[src/rtl/video_pkg.sv]
// Shared video-path types: FSM encoding and FIFO entry layout.
// FIFO entry is {data, sof, eol}, so eol is bit 0 and data starts at bit 2.
package video_pkg;

  localparam int DVP_DW = 14;

  typedef enum logic [1:0] {
    WAIT_IDLE = 2'd0,
    ARMED     = 2'd1,
    FRAME     = 2'd2
  } dvp_state_t;

  localparam int EOL_BIT = 0;
  localparam int SOF_BIT = 1;
  localparam int DAT_LSB = 2;

endpackage

[src/rtl/dvp_rx_if.sv]
// Pixel stream with valid/ready handshake and frame/line tags.
// Signals: data, sof (first pixel of frame), eol (last of line), valid, ready.
interface dvp_rx_if #(
  parameter int DW = 14
) ();

  logic [DW-1:0] data;
  logic          sof;
  logic          eol;
  logic          valid;
  logic          ready;

  modport master (
    output data, sof, eol, valid,
    input  ready
  );

  modport slave (
    input  data, sof, eol, valid,
    output ready
  );

endinterface

[src/rtl/sync_fifo.sv]
// Synchronous FIFO with a registered first-word-fall-through output.
// Ports: push/din write side; rd_en/dout/valid read side; full status.
module sync_fifo #(
  parameter int W  = 16,
  parameter int AW = 4
) (
  input  logic         clk,
  input  logic         rst,
  input  logic         push,
  input  logic [W-1:0] din,
  input  logic         rd_en,
  output logic [W-1:0] dout,
  output logic         valid,
  output logic         full
);

  localparam int DEPTH = 2 ** AW;
  localparam logic [AW:0] DEPTH_C = (AW + 1)'(DEPTH);

  logic [W-1:0]  mem [DEPTH];
  logic [AW-1:0] wptr;
  logic [AW-1:0] rptr;
  logic [AW:0]   mcnt;
  logic          pop;
  logic          wr;
  logic          load;

  // Output register counts toward capacity, so the
  // total number of stored entries never exceeds DEPTH.
  assign full = (mcnt + {{AW{1'b0}}, valid}) == DEPTH_C;
  assign pop  = rd_en && valid;
  assign wr   = push && (!full || pop);
  assign load = (mcnt != '0) && (!valid || pop);

  always_ff @(posedge clk) begin
    if (wr) mem[wptr] <= din;
  end

  always_ff @(posedge clk or posedge rst) begin
    if (rst) begin
      wptr  <= '0;
      rptr  <= '0;
      mcnt  <= '0;
      valid <= 1'b0;
      dout  <= '0;
    end else begin
      if (wr) wptr <= wptr + 1'b1;
      if (load) begin
        rptr <= rptr + 1'b1;
        dout <= mem[rptr];
      end
      case ({wr, load})
        2'b10:   mcnt <= mcnt + 1'b1;
        2'b01:   mcnt <= mcnt - 1'b1;
        default: mcnt <= mcnt;
      endcase
      if (load)     valid <= 1'b1;
      else if (pop) valid <= 1'b0;
    end
  end

endmodule

[src/rtl/dvp_rx.sv]
// Parallel camera-bus receiver: oversamples pclk/vsync/hsync/data on clk,
// frames pixels into a FIFO and streams them out tagged with sof/eol.
// Ports: clk, rst, enable, clr_err, vid_* bus, m (stream master),
// frame_done, line_len, line_cnt, busy, ovf_err, len_err.
module dvp_rx
  import video_pkg::*;
#(
  parameter int DW      = DVP_DW,
  parameter int FIFO_AW = 4,
  parameter int XW      = 13,
  parameter int YW      = 12,
  parameter bit VS_POL  = 1'b1,
  parameter bit HS_POL  = 1'b1
) (
  input  logic          clk,
  input  logic          rst,
  input  logic          enable,
  input  logic          clr_err,
  input  logic          vid_pclk,
  input  logic          vid_vsync,
  input  logic          vid_hsync,
  input  logic [DW-1:0] vid_d,
  dvp_rx_if.master      m,
  output logic          frame_done,
  output logic [XW-1:0] line_len,
  output logic [YW-1:0] line_cnt,
  output logic          busy,
  output logic          ovf_err,
  output logic          len_err
);

  // [0] sync stage 1, [1] sync stage 2, [2] edge register
  logic [2:0]    pclk_sr;
  logic [2:0]    vs_sr;
  logic [2:0]    hs_sr;
  logic [DW-1:0] d_s1;
  logic [DW-1:0] d_s2;

  // vsync syncs reset to the active level so WAIT_IDLE only leaves
  // once a real inactive vsync has propagated through.
  always_ff @(posedge clk or posedge rst) begin
    if (rst) begin
      pclk_sr <= '0;
      vs_sr   <= {3{VS_POL}};
      hs_sr   <= {3{~HS_POL}};
      d_s1    <= '0;
      d_s2    <= '0;
    end else begin
      pclk_sr <= {pclk_sr[1:0], vid_pclk};
      vs_sr   <= {vs_sr[1:0], vid_vsync};
      hs_sr   <= {hs_sr[1:0], vid_hsync};
      d_s1    <= vid_d;
      d_s2    <= d_s1;
    end
  end

  logic pclk_rise;
  logic vs_act;
  logic vs_act_d;
  logic hs_act;
  logic hs_act_d;
  logic vs_rise;
  logic vs_fall;
  logic hs_fall;

  assign pclk_rise = pclk_sr[1] && !pclk_sr[2];
  assign vs_act    = (vs_sr[1] == VS_POL);
  assign vs_act_d  = (vs_sr[2] == VS_POL);
  assign hs_act    = (hs_sr[1] == HS_POL);
  assign hs_act_d  = (hs_sr[2] == HS_POL);
  assign vs_rise   = vs_act && !vs_act_d;
  assign vs_fall   = !vs_act && vs_act_d;
  assign hs_fall   = !hs_act && hs_act_d;

  dvp_state_t state;
  dvp_state_t state_n;

  always_ff @(posedge clk or posedge rst) begin
    if (rst) state <= WAIT_IDLE;
    else     state <= state_n;
  end

  always_comb begin
    state_n = state;
    busy    = 1'b0;
    unique case (state)
      WAIT_IDLE: if (!vs_act) state_n = ARMED;
      ARMED:     if (vs_rise && enable) state_n = FRAME;
      FRAME: begin
        busy = 1'b1;
        if (vs_fall) state_n = ARMED;
      end
      default:   state_n = WAIT_IDLE;
    endcase
  end

  logic in_frame;
  logic frame_start;
  logic frame_end;
  logic line_end;
  logic pix_take;

  assign in_frame    = (state == FRAME);
  assign frame_start = (state == ARMED) && vs_rise && enable;
  assign frame_end   = in_frame && vs_fall;
  assign line_end    = in_frame && hs_fall;
  assign pix_take    = in_frame && pclk_rise && hs_act && !vs_fall;

  logic          hold_v;
  logic [DW-1:0] hold_d;
  logic          sof_pend;
  logic          push;
  logic          push_eol;

  // Line end wins over a coinciding pixel: the held pixel goes out
  // with eol and the new pixel becomes the next held one.
  always_comb begin
    push     = 1'b0;
    push_eol = 1'b0;
    if (line_end) begin
      push     = hold_v;
      push_eol = 1'b1;
    end else if (frame_end) begin
      push     = hold_v;
      push_eol = hs_act;
    end else if (pix_take) begin
      push     = hold_v;
    end
  end

  logic [DW+1:0] fifo_din;
  logic [DW+1:0] fifo_q;
  logic          fifo_valid;
  logic          fifo_full;
  logic          pop;
  logic          ovf_ev;
  logic          len_ev;

  always_comb begin
    fifo_din = '0;
    fifo_din[DAT_LSB +: DW] = hold_d;
    fifo_din[SOF_BIT]       = sof_pend;
    fifo_din[EOL_BIT]       = push_eol;
  end

  sync_fifo #(
    .W  (DW + 2),
    .AW (FIFO_AW)
  ) u_fifo (
    .clk   (clk),
    .rst   (rst),
    .push  (push),
    .din   (fifo_din),
    .rd_en (m.ready),
    .dout  (fifo_q),
    .valid (fifo_valid),
    .full  (fifo_full)
  );

  assign m.data  = fifo_q[DAT_LSB +: DW];
  assign m.sof   = fifo_q[SOF_BIT];
  assign m.eol   = fifo_q[EOL_BIT];
  assign m.valid = fifo_valid;

  logic [XW-1:0] x_cnt;
  logic [YW-1:0] y_cnt;
  logic [YW-1:0] y_fin;

  assign pop    = fifo_valid && m.ready;
  assign ovf_ev = push && fifo_full && !pop;
  assign len_ev = line_end && (y_cnt != '0) && (x_cnt != line_len);
  assign y_fin  = (line_end && y_cnt != '1) ? y_cnt + 1'b1 : y_cnt;

  always_ff @(posedge clk or posedge rst) begin
    if (rst) begin
      hold_v     <= 1'b0;
      hold_d     <= '0;
      sof_pend   <= 1'b0;
      x_cnt      <= '0;
      y_cnt      <= '0;
      line_len   <= '0;
      line_cnt   <= '0;
      frame_done <= 1'b0;
      ovf_err    <= 1'b0;
      len_err    <= 1'b0;
    end else begin
      frame_done <= frame_end;
      if (frame_start) begin
        hold_v   <= 1'b0;
        sof_pend <= 1'b1;
        x_cnt    <= '0;
        y_cnt    <= '0;
      end else if (in_frame) begin
        if (push) sof_pend <= 1'b0;
        if (line_end || vs_fall) hold_v <= 1'b0;
        if (pix_take) begin
          hold_v <= 1'b1;
          hold_d <= d_s2;
        end
        if (line_end)
          x_cnt <= pix_take ? XW'(1) : '0;
        else if (pix_take && x_cnt != '1)
          x_cnt <= x_cnt + 1'b1;
        y_cnt <= y_fin;
        if (line_end && y_cnt == '0) line_len <= x_cnt;
        if (frame_end) line_cnt <= y_fin;
      end
      if (ovf_ev)       ovf_err <= 1'b1;
      else if (clr_err) ovf_err <= 1'b0;
      if (len_ev)       len_err <= 1'b1;
      else if (clr_err) len_err <= 1'b0;
    end
  end

endmodule

[src/flat_wrapper.sv]
// flat-port wrapper written by rule: the top's interface ports become plain ports
module dvp_rx_flat import video_pkg::*;
#(
  parameter int DW      = DVP_DW,
  parameter int FIFO_AW = 4,
  parameter int XW      = 13,
  parameter int YW      = 12,
  parameter bit VS_POL  = 1'b1,
  parameter bit HS_POL  = 1'b1
)
  (clk, rst, enable, clr_err, vid_pclk, vid_vsync, vid_hsync, vid_d, frame_done, line_len, line_cnt, busy, ovf_err, len_err, m_data, m_sof, m_eol, m_valid, m_ready);
  dvp_rx_if #(.DW(DW)) m_i ();
  input  logic clk;
  input  logic rst;
  input  logic enable;
  input  logic clr_err;
  input  logic vid_pclk;
  input  logic vid_vsync;
  input  logic vid_hsync;
  input  logic [DW-1:0] vid_d;
  output logic frame_done;
  output logic [XW-1:0] line_len;
  output logic [YW-1:0] line_cnt;
  output logic busy;
  output logic ovf_err;
  output logic len_err;
  output wire logic [$bits(m_i.data)-1:0] m_data;
  output wire logic [$bits(m_i.sof)-1:0] m_sof;
  output wire logic [$bits(m_i.eol)-1:0] m_eol;
  output wire logic [$bits(m_i.valid)-1:0] m_valid;
  input wire logic [$bits(m_i.ready)-1:0] m_ready;
  assign m_data = m_i.data;
  assign m_sof = m_i.sof;
  assign m_eol = m_i.eol;
  assign m_valid = m_i.valid;
  assign m_i.ready = m_ready;
  dvp_rx #(.DW(DW), .FIFO_AW(FIFO_AW), .XW(XW), .YW(YW), .VS_POL(VS_POL), .HS_POL(HS_POL)) u_core (.clk(clk), .rst(rst), .enable(enable), .clr_err(clr_err), .vid_pclk(vid_pclk), .vid_vsync(vid_vsync), .vid_hsync(vid_hsync), .vid_d(vid_d), .m(m_i), .frame_done(frame_done), .line_len(line_len), .line_cnt(line_cnt), .busy(busy), .ovf_err(ovf_err), .len_err(len_err));
endmodule
[config.mk]
export PLATFORM = sky130hd
export DESIGN_NAME = dvp_rx_flat
export DESIGN_NICKNAME = d
export VERILOG_FILES = /design/src/rtl/video_pkg.sv /design/src/rtl/dvp_rx_if.sv /design/src/rtl/sync_fifo.sv /design/src/rtl/dvp_rx.sv /design/src/flat_wrapper.sv
export SDC_FILE = /design/constraint.sdc
export NUM_CORES = 1
export LEC_CHECK = 0
export CORE_MARGIN = 4
export CORE_UTILIZATION = 55
export DETAILED_ROUTE_END_ITERATION = 10
export PLACE_DENSITY = 0.69
export SETUP_SLACK_MARGIN = 0.15
export SLEW_MARGIN = 20
export SYNTH_ARGS = -nofsm -noshare
export SYNTH_HDL_FRONTEND = slang
export SYNTH_SLANG_ARGS = --single-unit
[constraint.sdc]
create_clock -name clk -period 6.6 [get_ports clk]
set_input_delay 1.32 -clock clk [delete_from_list [all_inputs] [get_ports clk]]
set_output_delay 1.32 -clock clk [all_outputs]
set_load 0.01 [all_outputs]
======== After elaboration in Yosys (flattened, before gate mapping) ========
Memory sizes are Yosys's and may differ from the RTL's. A register that Yosys moved wholly into a read port is not among the register bits.
Index checks and enable logic that the tools add are counted.
storage, ports and cells
  register bits ........................... 122
  output and inout port bits .............. 46
  word-level logic and storage cells ...... 125
  memories kept ........................... 1
  RAM bits ................................ 256
cells by class
  reduce and logical (&&, ||, !) cells .... 52
  equal/unequal tests ..................... 11
  add/subtract/negate cells ............... 7
  mux-type cells .......................... 33
  bitwise operators ....................... 1
memory list
  memory             depth  width  read ports  clocked after Yosys merged registers in  write ports  RTL line         source
  u_core.u_fifo.mem  16     16     1           1                                        1            sync_fifo.sv:20  logic [W-1:0] mem [DEPTH];
operators by type and width
  kind                                                              number
  13-bit 2-to-1 mux                                                 4
  12-bit 2-to-1 mux                                                 3
  1-bit logical AND                                                 22
  1-bit 2-to-1 mux                                                  21
  13-bit by 1-bit adder with 13-bit output (second input constant)  1
  13-bit inequality test                                            1
  13-bit inequality test (second input constant)                    1
  12-bit by 1-bit adder with 12-bit output (second input constant)  1
  12-bit zero test                                                  1
  12-bit inequality test (second input constant)                    1
  3-bit AND reduction                                               4
  12-bit nonzero test                                               1
  2-bit nonzero test                                                6
  5-bit case mux with 2 select lines                                1
  4-bit by 1-bit adder with 4-bit output (second input constant)    2
  1-bit zero test                                                   8
  2-bit 2-to-1 mux                                                  3
  2-bit case mux with 3 select lines                                1
  2-bit AND reduction                                               3
  3-bit nonzero test                                                2
  5-bit by 1-bit adder with 5-bit output                            1
  5-bit by 1-bit adder with 5-bit output (second input constant)    1
  5-bit == test (second input constant)                             1
  5-bit nonzero test                                                1
  other kinds (8)                                                   13

======== Depth between registers and ports, before layout ========
Gate-level depths: netlist (run 1).
  depth after elaboration ................. 11
  depth in mapped cells ................... 16

======== Hierarchy ========
A second synthesis (run 1) with hierarchy kept.
unflattened totals
  cell total of the unflattened synthesis .. 907
  area, all modules ....................... 15606.2 µm²
modules (own cells, without submodules)
  module     area an instance (µm²)  sequential area each (µm²)  instances  cells an instance
  sync_fifo  11242.0                 8438.1                      1          555
  dvp_rx     4364.2                  2706.3                      1          352

======== Least setup slack after synthesis (run 1) ========
No wires, ideal clock.
  path type ............................... input to register
  start point ............................. in m_ready
  end point ............................... reg u_core.u_fifo.mcnt[4]
  cell stages on the path ................. 13
  setup time .............................. 0.123 ns
  slack ................................... 2.691 ns
  arrival time ............................ 3.786 ns
  path through ............................ a2111oi_0 > o21ai_1 > nor2b_2 > buf_2 > inv_1 > ha_1 > inv_1 > fa_1 > nor2b_1 > o21ai_0 > nand3_1 > or3b_2 > xnor2_1
between the ends
  cells in the longest elaborated chain, start to end .. 5
RTL lines
  item                                                                       RTL line                          source
  start, declared                                                            flat_wrapper.sv:31                input wire logic [$bits(m_i.ready)-1:0] m_ready;
  1-bit logical AND *                                                        sync_fifo.sv:31                   assign pop = rd_en && valid;
  1-bit logical OR (on tied branches)                                        sync_fifo.sv:33, sync_fifo.sv:32
  1-bit logical AND (on tied branches)                                       sync_fifo.sv:33, sync_fifo.sv:32
  2-bit by 1-bit == test with 1-bit output or 2-bit == test (tied branches)  sync_fifo.sv:52                   case ({wr, load})
  5-bit case mux with 2 select lines or 2-bit nonzero test (tied branches)   --
  end signal, assigned                                                       sync_fifo.sv:53                   2'b10: mcnt <= mcnt + 1'b1;
  end signal, assigned                                                       sync_fifo.sv:54                   2'b01: mcnt <= mcnt - 1'b1;
  end signal, assigned                                                       sync_fifo.sv:55                   default: mcnt <= mcnt;
  end, declared                                                              sync_fifo.sv:23                   logic [AW:0] mcnt;
Mark *: on every way between the ends. The rest lies on a longest branch, timed or not.
A chain may end at the register's enable or synchronous reset.

======== Worst setup path in the final report (run 1) ========
Same ends and word-level chain as after synthesis.

==> reports/metrics.yaml, run 1 <==
route:
  wire_per_inst_um: 20.2
  dr.pass1.iters: 4
  drt-total-wl_um: 29100
  ant_nets: 0
  drt_iter0_markers: 570
  drc_errors: 0
  drt-vias-per-instance: 5.65
  vias: 8113
global_routing:
  grt_pass1_wl_um: 47100
  track_usage: 0.191
  grt_pass1_vias: 8429
  grtUsageMet1: 0.287
  antenna_found_initial: 0
  met2_usage: 0.305
  overflow: 0
  grtUsageMet3: 0.0283
  grt.busiest_layer: "met2"
  grt_max_degree: 83
floorplanning:
  fp.dieArea_um2: 31500
  io_pins: 68
  start_util: 0.563
  num_rows: 61
  fp.dieW_um: 177
  dieHeight_um: 177
  core_area_um2: 28000
placement:
  placed_cell_area_um2: 16700
  port_buffers: 67
  place_congestion: 0.780
  detailed_place_hpwl_um: 17600
critical_path:
  critPathCaptureType: "flop"
  rr_startpoint: "u_core.u_fifo.mcnt[0]$_DFFE_PP0P_"
  reg2regPathDepth: 14
  path_delay_family: "simple AND/OR/NAND/NOR gates"
  worst_path_max_delay_cell: "or3b_2"
  cp_num_buf_inv: 3
  rrSetupSlack_ns: 2.55
  startpoint_type: "primary input"
  path_class: "in -> reg"
  crit_top_cell: "inv_1"
  r2r-end: "u_core.u_fifo.mcnt[4]$_DFFE_PP0P_"
  worstPathCellList: "clkdlybuf4s50_1, a2111oi_0, o21ai_1, nor2b_2, inv_1, ha_1, inv_1, fa_1, nor2b_1, o21ai_0, nand3_1, or3b_2, xnor2_1"
  arrival_ns: 4.52
  required_ns: 7.00
  slowest_delay_ns: 0.45
  crit_path_max_fanout: 15
sta:
  rsz0062_at_grt: "no"
  finalClockSkew_ns: 0.0176
  worst_pin_slew_ns: 0.975
  setup-tns-final_ns: 0
  finalSetupViolCount: 0
  drv_slew: 0
  hold_viol: 0
  period_needed_ns: 4.12
  min_period_over_period: 0.625
  holdWs_ns: 0.342
  relSlewSlack: 0.350
  clock.fmax_mhz: 243
cts:
  clockBufferDepth: 3
  holdBufCountCts: 0
  cts_max_level: 2
  cts_num_sinks: 394
  ctsRootBufferMaster: "clkbuf_16"
  cts_setup_buffers: 0
  cts_buffers: 41
  cts_tree: "done"
  clk_pin_slew_ns: 0.06
  clock_latency_ns: 0.52
  cts_resized: 0
finish:
  antenna_cells: 0
  nNetsFinal: 1063
  final_util: 0.648
  stdcell_area_um2: 18200
  drive_above_1_share: 0.179
  area_delta_synth_final_pct: 15.1
synthesis:
  synth_edf_count: 256
  yosysSeqAreaShare: 0.706
  synth-seq-cells: 394
  synth.avg_cell_area_um2: 16.5
  yosysWarnings: 0
  synth_area_um2: 15800
  async_flop_share: 0.350
  synth_flop_cell: "edfxtp_1"
  synth_fp_nets: 994
  synth_cells: 957
  ys_types: 67
power_and_ir_drop:
  p_per_area_nw_per_um2: 383
  vdd_drop_max_mv: 0.236
  p_leak_nw: 6.79
  total_power_mw: 6.96
hold_path:
  holdCritStartpoint: "u_core.d_s1[7]$_DFF_PP0_"
  hold_path_depth: 0
  hold_path_end: "u_core.d_s2[7]$_DFF_PP0_"
  hp-class: "reg -> reg"
run_status:
  status: "completed"
flow_run:
  drv_cap: 0
## through the flow
step	worst slack [ns]	cells
3_3_place_gp	2.08	1361
4_1_cts	2.48	1437
5_1_grt	2.30	1437
6_report	2.48	1437
3_5_place_dp	1.94	1361
2_1_floorplan	1.59	957
## synthesized netlist by cell type (2+ instances only)
cell type  instances  share of area
ha_1              14          0.011
edfxtp_1         256           0.49
and2_1             4         0.0016
dfstp_2            3         0.0050
buf_1              4        0.00095
a31oi_1            4         0.0016
xnor2_1           27          0.015
xor2_1            14         0.0078
and4_1             4         0.0022
buf_4              6         0.0029
inv_1             20         0.0048
clkbuf_2           2        0.00063
a21o_1             2        0.00095
o21ai_1            9         0.0029
o31ai_1            3         0.0014
buf_2             15         0.0048
mux2_2            21          0.015
mux2_4            10         0.0095
o21ai_0           25         0.0079
o211ai_1           2        0.00095
nor2_1            28         0.0067
mux2i_1           21          0.013
and3b_1            2         0.0011
nand2_1          116          0.028
nor3b_1            2        0.00095
nand3_1           19         0.0060
mux4_2            64          0.091
o21a_1             3         0.0014
a21oi_1           24         0.0076
clkbuf_1          16         0.0038
nor3_1             5         0.0016
nor4_1             5         0.0020
dfrtp_1          135           0.21
o21ai_2            2         0.0011
nand2b_1           3         0.0012
buf_6              5         0.0036
nor4_2             3         0.0024
and3_1            16         0.0063
nor2b_1            6         0.0024
nand4_1           10         0.0040
## metal layers
| metal | up-vias | share of wire |
|---|---|---|
| li1 | 3739 | - |
| met1 | 4141 | 0.46 |
| met2 | 195 | 0.48 |
| met3 | 38 | 0.048 |
| met4 | 0 | 0.016 |
| met5 | - | 0 |
## cell type report
class / instances / area [um2]
Clock buffer: 62 / 1280
Clock inverter: 14 / 150
Fill cell: 2005 / 9850
Inverter: 21 / 83.8
Multi-Input combinational cell: 494 / 4300
Sequential cell: 394 / 11200
Tap cell: 378 / 473
Timing Repair Buffer: 74 / 723
## kinds of logic (layout without fill, tap and decap cells)
kind of cell    after synthesis  in the layout  share of synthesized area
compound gates               83             83                     0.0314
xor+xnor                     41             41                     0.0228
fa+ha+maj                    15             15                     0.0124
buf+inv                      69            171                     0.0216
flops                       394            394                      0.706
mux                         116            116                      0.129
simple gates                239            239                     0.0763
## state kept, by name, indices dropped and copies added, names as in the netlist, 3 cells and up
signal and cells:
u_core.u_fifo.mem 256, u_core.u_fifo.dout 16, u_core.d_s1 14, u_core.d_s2 14, u_core.hold_d 14, u_core.line_len 13, u_core.x_cnt 13, u_core.line_cnt 12
u_core.y_cnt 12, u_core.u_fifo.mcnt 5, u_core.u_fifo.rptr 4, u_core.u_fifo.wptr 4, u_core.hs_sr 3, u_core.pclk_sr 3, u_core.vs_sr 3
## cells in the final DEF (no fill, tap or decap), types with 3 or more instances in the layout
cell	synthesis	routed
edfxtp_1	256	256
mux2_4	10	10
and3_1	16	16
inv_1	20	19
clkinvlp_4	0	3
o21a_1	3	3
o31ai_1	3	3
clkdlybuf4s50_1	0	67
nand2b_1	3	3
nand2_1	116	116
dfrtp_2	0	3
clkbuf_16	0	45
a21oi_1	24	24
nand3_1	19	19
buf_4	6	7
mux4_2	64	64
and2_1	4	4
o21ai_0	25	25
bufinv_16	0	3
dfstp_2	3	3
nor3_1	5	4
nor4_2	3	3
o21ai_1	9	9
xnor2_1	27	27
dfrtp_1	135	131
xor2_1	14	14
nor2_1	28	28
mux2i_1	21	21
nor4_1	5	5
nor2b_1	6	6
ha_1	14	14
clkbuf_1	16	8
a31oi_1	4	4
clkinv_1	0	5
nand4_1	10	10
and4_1	4	4
mux2_2	21	21
clkbuf_8	0	9
## power breakdown
group	switching [mW]	internal [mW]	total (mW)
sequential	0.312	2.88	3.19
combinational	0.639	0.766	1.40
clock	0.909	1.46	2.37
## how the worst max path moves through the flow
| stage | from | endpoint | cells after the start |
|---|---|---|---|
| floorplan | rst | u_core.d_s1[0]$_DFF_PP0_ | 1 |
| global placement | m_ready | u_core.u_fifo.mcnt[4]$_DFFE_PP0P_ | 13 |
| detailed placement | m_ready | u_core.u_fifo.mcnt[4]$_DFFE_PP0P_ | 13 |
| CTS | m_ready | u_core.u_fifo.mcnt[4]$_DFFE_PP0P_ | 13 |
| global route | u_core.u_fifo.mcnt[0]$_DFFE_PP0P_ | u_core.u_fifo.mcnt[4]$_DFFE_PP0P_ | 14 |
| finish | m_ready | u_core.u_fifo.mcnt[4]$_DFFE_PP0P_ | 13 |
Note: power is estimated with default switching activity, not from simulation.
==> run 2, diff against run 1 <==
--- a/config.mk
+++ b/config.mk
@@ -6,9 +6,9 @@
 export NUM_CORES = 1
 export LEC_CHECK = 0
 export CORE_MARGIN = 4
-export CORE_UTILIZATION = 55
+export CORE_UTILIZATION = 54
 export DETAILED_ROUTE_END_ITERATION = 10
-export PLACE_DENSITY = 0.69
+export PLACE_DENSITY = 0.71
 export SETUP_SLACK_MARGIN = 0.15
 export SLEW_MARGIN = 20
 export SYNTH_ARGS = -nofsm -noshare
==> constraint.sdc (replaced) <==
create_clock -name clk -period 3.7 [get_ports clk]
set_input_delay 0.74 -clock clk [delete_from_list [all_inputs] [get_ports clk]]
set_output_delay 0.74 -clock clk [all_outputs]
set_load 0.01 [all_outputs]
==> run 2 against run 1 <==
  * Via count is 0.18% higher
  * Routed wire length is 3.5% lower
  * Hold slack better by 0.0026 ns
  * Core utilization is 2.0 points lower
  * Clock power is 55% higher
==> reports/metrics.yaml, run 2 (synthesis results as in run 1) <==
power_and_ir_drop:
  p_clk_frac: 0.308  # -0.032
  internal_power_mw: 8.71  # +71%
  vdd_drop_max_mv: 0.337  # +43%
  p_leak_nw: 6.76  # -0.32%
  seqPwrFrac: 0.480  # +0.022
  power.share.switching: 0.271  # +0.00338
  p_switching_mw: 3.23  # +74%
  p_per_area_nw_per_um2: 660  # +72%
  p_comb_frac: 0.212  # +0.010
route:
  drt_iter0_markers: 557  # -2.3%
  drt-total-wl_um: 28100  # -3.5%
  ant_nets: 0  # unchanged
  wire_per_inst_um: 19.3  # -4.5%
  vias: 8128  # +0.18%
  dr.pass1.iters: 5  # +1
  drc_errors: 0  # unchanged
  drt-vias-per-instance: 5.60  # -0.85%
finish:
  top_register: "u_core.u_fifo.mem"
  nNetsFinal: 1076  # +1.2%
  final_cells: 1452  # +1.0%
  top_regs: "u_core.u_fifo.mem: 256 flops, u_core.u_fifo.dout: 16 flops"
  layout_common_cells: "edfxtp_1, dfrtp_1, nand2_1"
  stdcell_area_um2: 18100  # -0.38%
  fill_cells: 2077  # +3.6%
  antenna_cells: 0  # unchanged
  final_util: 0.629  # -0.0197
  final_common_cell: "edfxtp_1"
  area_delta_synth_final_pct: 14.7
  drive_above_1_share: 0.183  # +0.00317
  largest_reg_flops: 256  # unchanged
hold_path:
  hold_path_end: "u_core.d_s2[11]$_DFF_PP0_"
  hold_path_depth: 0  # unchanged
  holdCritStartpoint: "u_core.d_s1[11]$_DFF_PP0_"
  hp-class: "reg -> reg"
sta:
  clock.fmax_mhz: 303
  relSlewSlack: 0.305  # -0.0451
  hold_viol: 0  # unchanged
  finalClockSkew_ns: 0.0163  # -0.00131 ns
  drv_slew: 0  # unchanged
  finalSetupViolCount: 0  # unchanged
  period_needed_ns: 3.30
  rsz0062_at_grt: "no"
  min_period_over_period: 0.891
  worst_pin_slew_ns: 1.04  # +0.0676 ns
  setup-tns-final_ns: 0  # unchanged
cts:
  holdBufCountCts: 0  # unchanged
  cts_num_sinks: 394  # unchanged
  ctsRootBufferMaster: "clkbuf_16"
  cts_tree: "done"
  clockBufferDepth: 3  # unchanged
  cts_max_level: 2  # unchanged
  clock_latency_ns: 0.53  # about the same
  clk_pin_slew_ns: 0.06  # about the same
  cts_setup_buffers: 0  # unchanged
  cts_buffers: 39  # -4.9%
critical_path:
  rrSetupSlack_ns: 0.40  # -2.15 ns
  required_ns: 4.11  # -2.89 ns
  path_class: "reg -> reg"
  arrival_ns: 3.71  # -0.81 ns
  critPathCaptureType: "flop"
  worst_path_max_delay_cell: "or3b_2"
  slowest_delay_ns: 0.45  # about the same
  rr_startpoint: "u_core.u_fifo.valid$_DFFE_PP0P_"
  r2r-end: "u_core.u_fifo.mcnt[4]$_DFFE_PP0P_"
  worstPathCellList: "ha_1, ha_1, a2111oi_2, o21ai_1, nor2b_2, inv_1, ha_2, inv_1, fa_1, nor2b_1, o21ai_1, nand3_1, or3b_2, xnor2_1"
  reg2regPathDepth: 14  # unchanged
  startpoint_type: "flop"
  crit_path_max_fanout: 4  # -11
global_routing:
  grt_max_degree: 37  # -55%
  grt_pass1_wl_um: 45600  # -3.3%
  antenna_found_initial: 0  # unchanged
  track_usage: 0.184  # -0.00752
  overflow: 0  # unchanged
  grt_pass1_vias: 8294  # -1.6%
flow_run:
  drv_cap: 0  # unchanged
floorplanning:
  fp.dieArea_um2: 32000  # +1.8%
  dieHeight_um: 179  # +0.88%
  fp.dieW_um: 179  # +0.88%
  io_pins: 68  # unchanged
  start_util: 0.548  # -0.0151
  core_area_um2: 28800  # +2.7%
  num_rows: 62  # +1.6%
placement:
  placed_cell_area_um2: 16900  # +0.93%
  place_inst: 1382  # +1.5%
  place_congestion: 0.820  # +5.1%
  port_buffers: 67  # unchanged
  detailed_place_hpwl_um: 18000  # +2.2%
run_status:
  status: "completed"
-- run 2: cell types whose count changed in the layout (fill, tap and decap cells not counted), sizes merged --
cell / before / now
bufinv: 3 / 1
clkinvlp: 3 / 1
clkbuf: 62 / 59
inv: 22 / 21
buf: 7 / 22
clkinv: 7 / 9
-- run 2: per-stage QoR --
step / worst slack, ns / power (mW) / hold WS, ns
global route: 0.166 / 12.6 / 0.350
global placement: 0.0416 / 8.31 / 0.333
detailed placement: 0.0342 / 8.37 / 0.335
CTS: 0.320 / 12.1 / 0.346
floorplan: 0.212 / 7.47 / 0.331
finish: 0.403 / 11.9 / 0.345
-- run 2: cell type report --
class                           instances  area [um2]  share of cell area
Clock buffer                           59        1110              0.0611
Clock inverter                         11        91.3             0.00505
Inverter                               21        82.6             0.00456
Multi-Input combinational cell        494        4310               0.238
Sequential cell                       394       11200               0.616
Tap cell                              384         480              0.0266
Timing Repair Buffer                   89         873              0.0483
-- run 2: power by group through the flow --
stage / Combinational [mW] / Clock (mW) / Sequential [mW]
after floorplan: 1.94 / 0 / 5.52
after global placement: 2.50 / 0 / 5.80
after detailed placement: 2.55 / 0 / 5.83
after CTS: 2.56 / 3.75 / 5.74
after global routing: 2.79 / 3.96 / 5.81
final: 2.53 / 3.68 / 5.73
-- run 2: worst max path at each step --
stage,from,endpoint,slack (ns),depth (start not counted)
after detailed placement,m_ready,u_core.u_fifo.mcnt[4]$_DFFE_PP0P_,0.03,13
after floorplan,u_core.u_fifo.valid$_DFFE_PP0P_,u_core.u_fifo.mcnt[4]$_DFFE_PP0P_,0.21,15
after CTS,u_core.u_fifo.valid$_DFFE_PP0P_,u_core.u_fifo.mcnt[4]$_DFFE_PP0P_,0.32,14
after global placement,m_ready,u_core.u_fifo.mcnt[4]$_DFFE_PP0P_,0.04,13
after global routing,u_core.u_fifo.valid$_DFFE_PP0P_,u_core.u_fifo.mcnt[4]$_DFFE_PP0P_,0.17,14
final,u_core.u_fifo.valid$_DFFE_PP0P_,u_core.u_fifo.mcnt[4]$_DFFE_PP0P_,0.40,14
-- run 2: repair_timing --
| action | in CTS | in global routing |
|---|---|---|
| hold endpoints to repair | 0 | 0 |
| resized for setup | 0 | 4 |
| setup endpoints to repair | 0 | 1 |
-- run 2: critical path, delay by kind of cell (launching register included) --
kind	cells	cell delay (ns)
xor gates and xnor gates	1	0.13
adders and majority gates	4	1.11
and+or+nand+nor	4	0.84
AOI/OAI and AO/OA	3	0.56
DFF	1	0.41
buffers and inverters	2	0.13
-- run 2: per-layer routing --
metal,part of all wire,track usage
met3,0.045,0.0295
met1,0.45,0.268
met4,0.019,0.0473
met2,0.48,0.294
met5,0,0
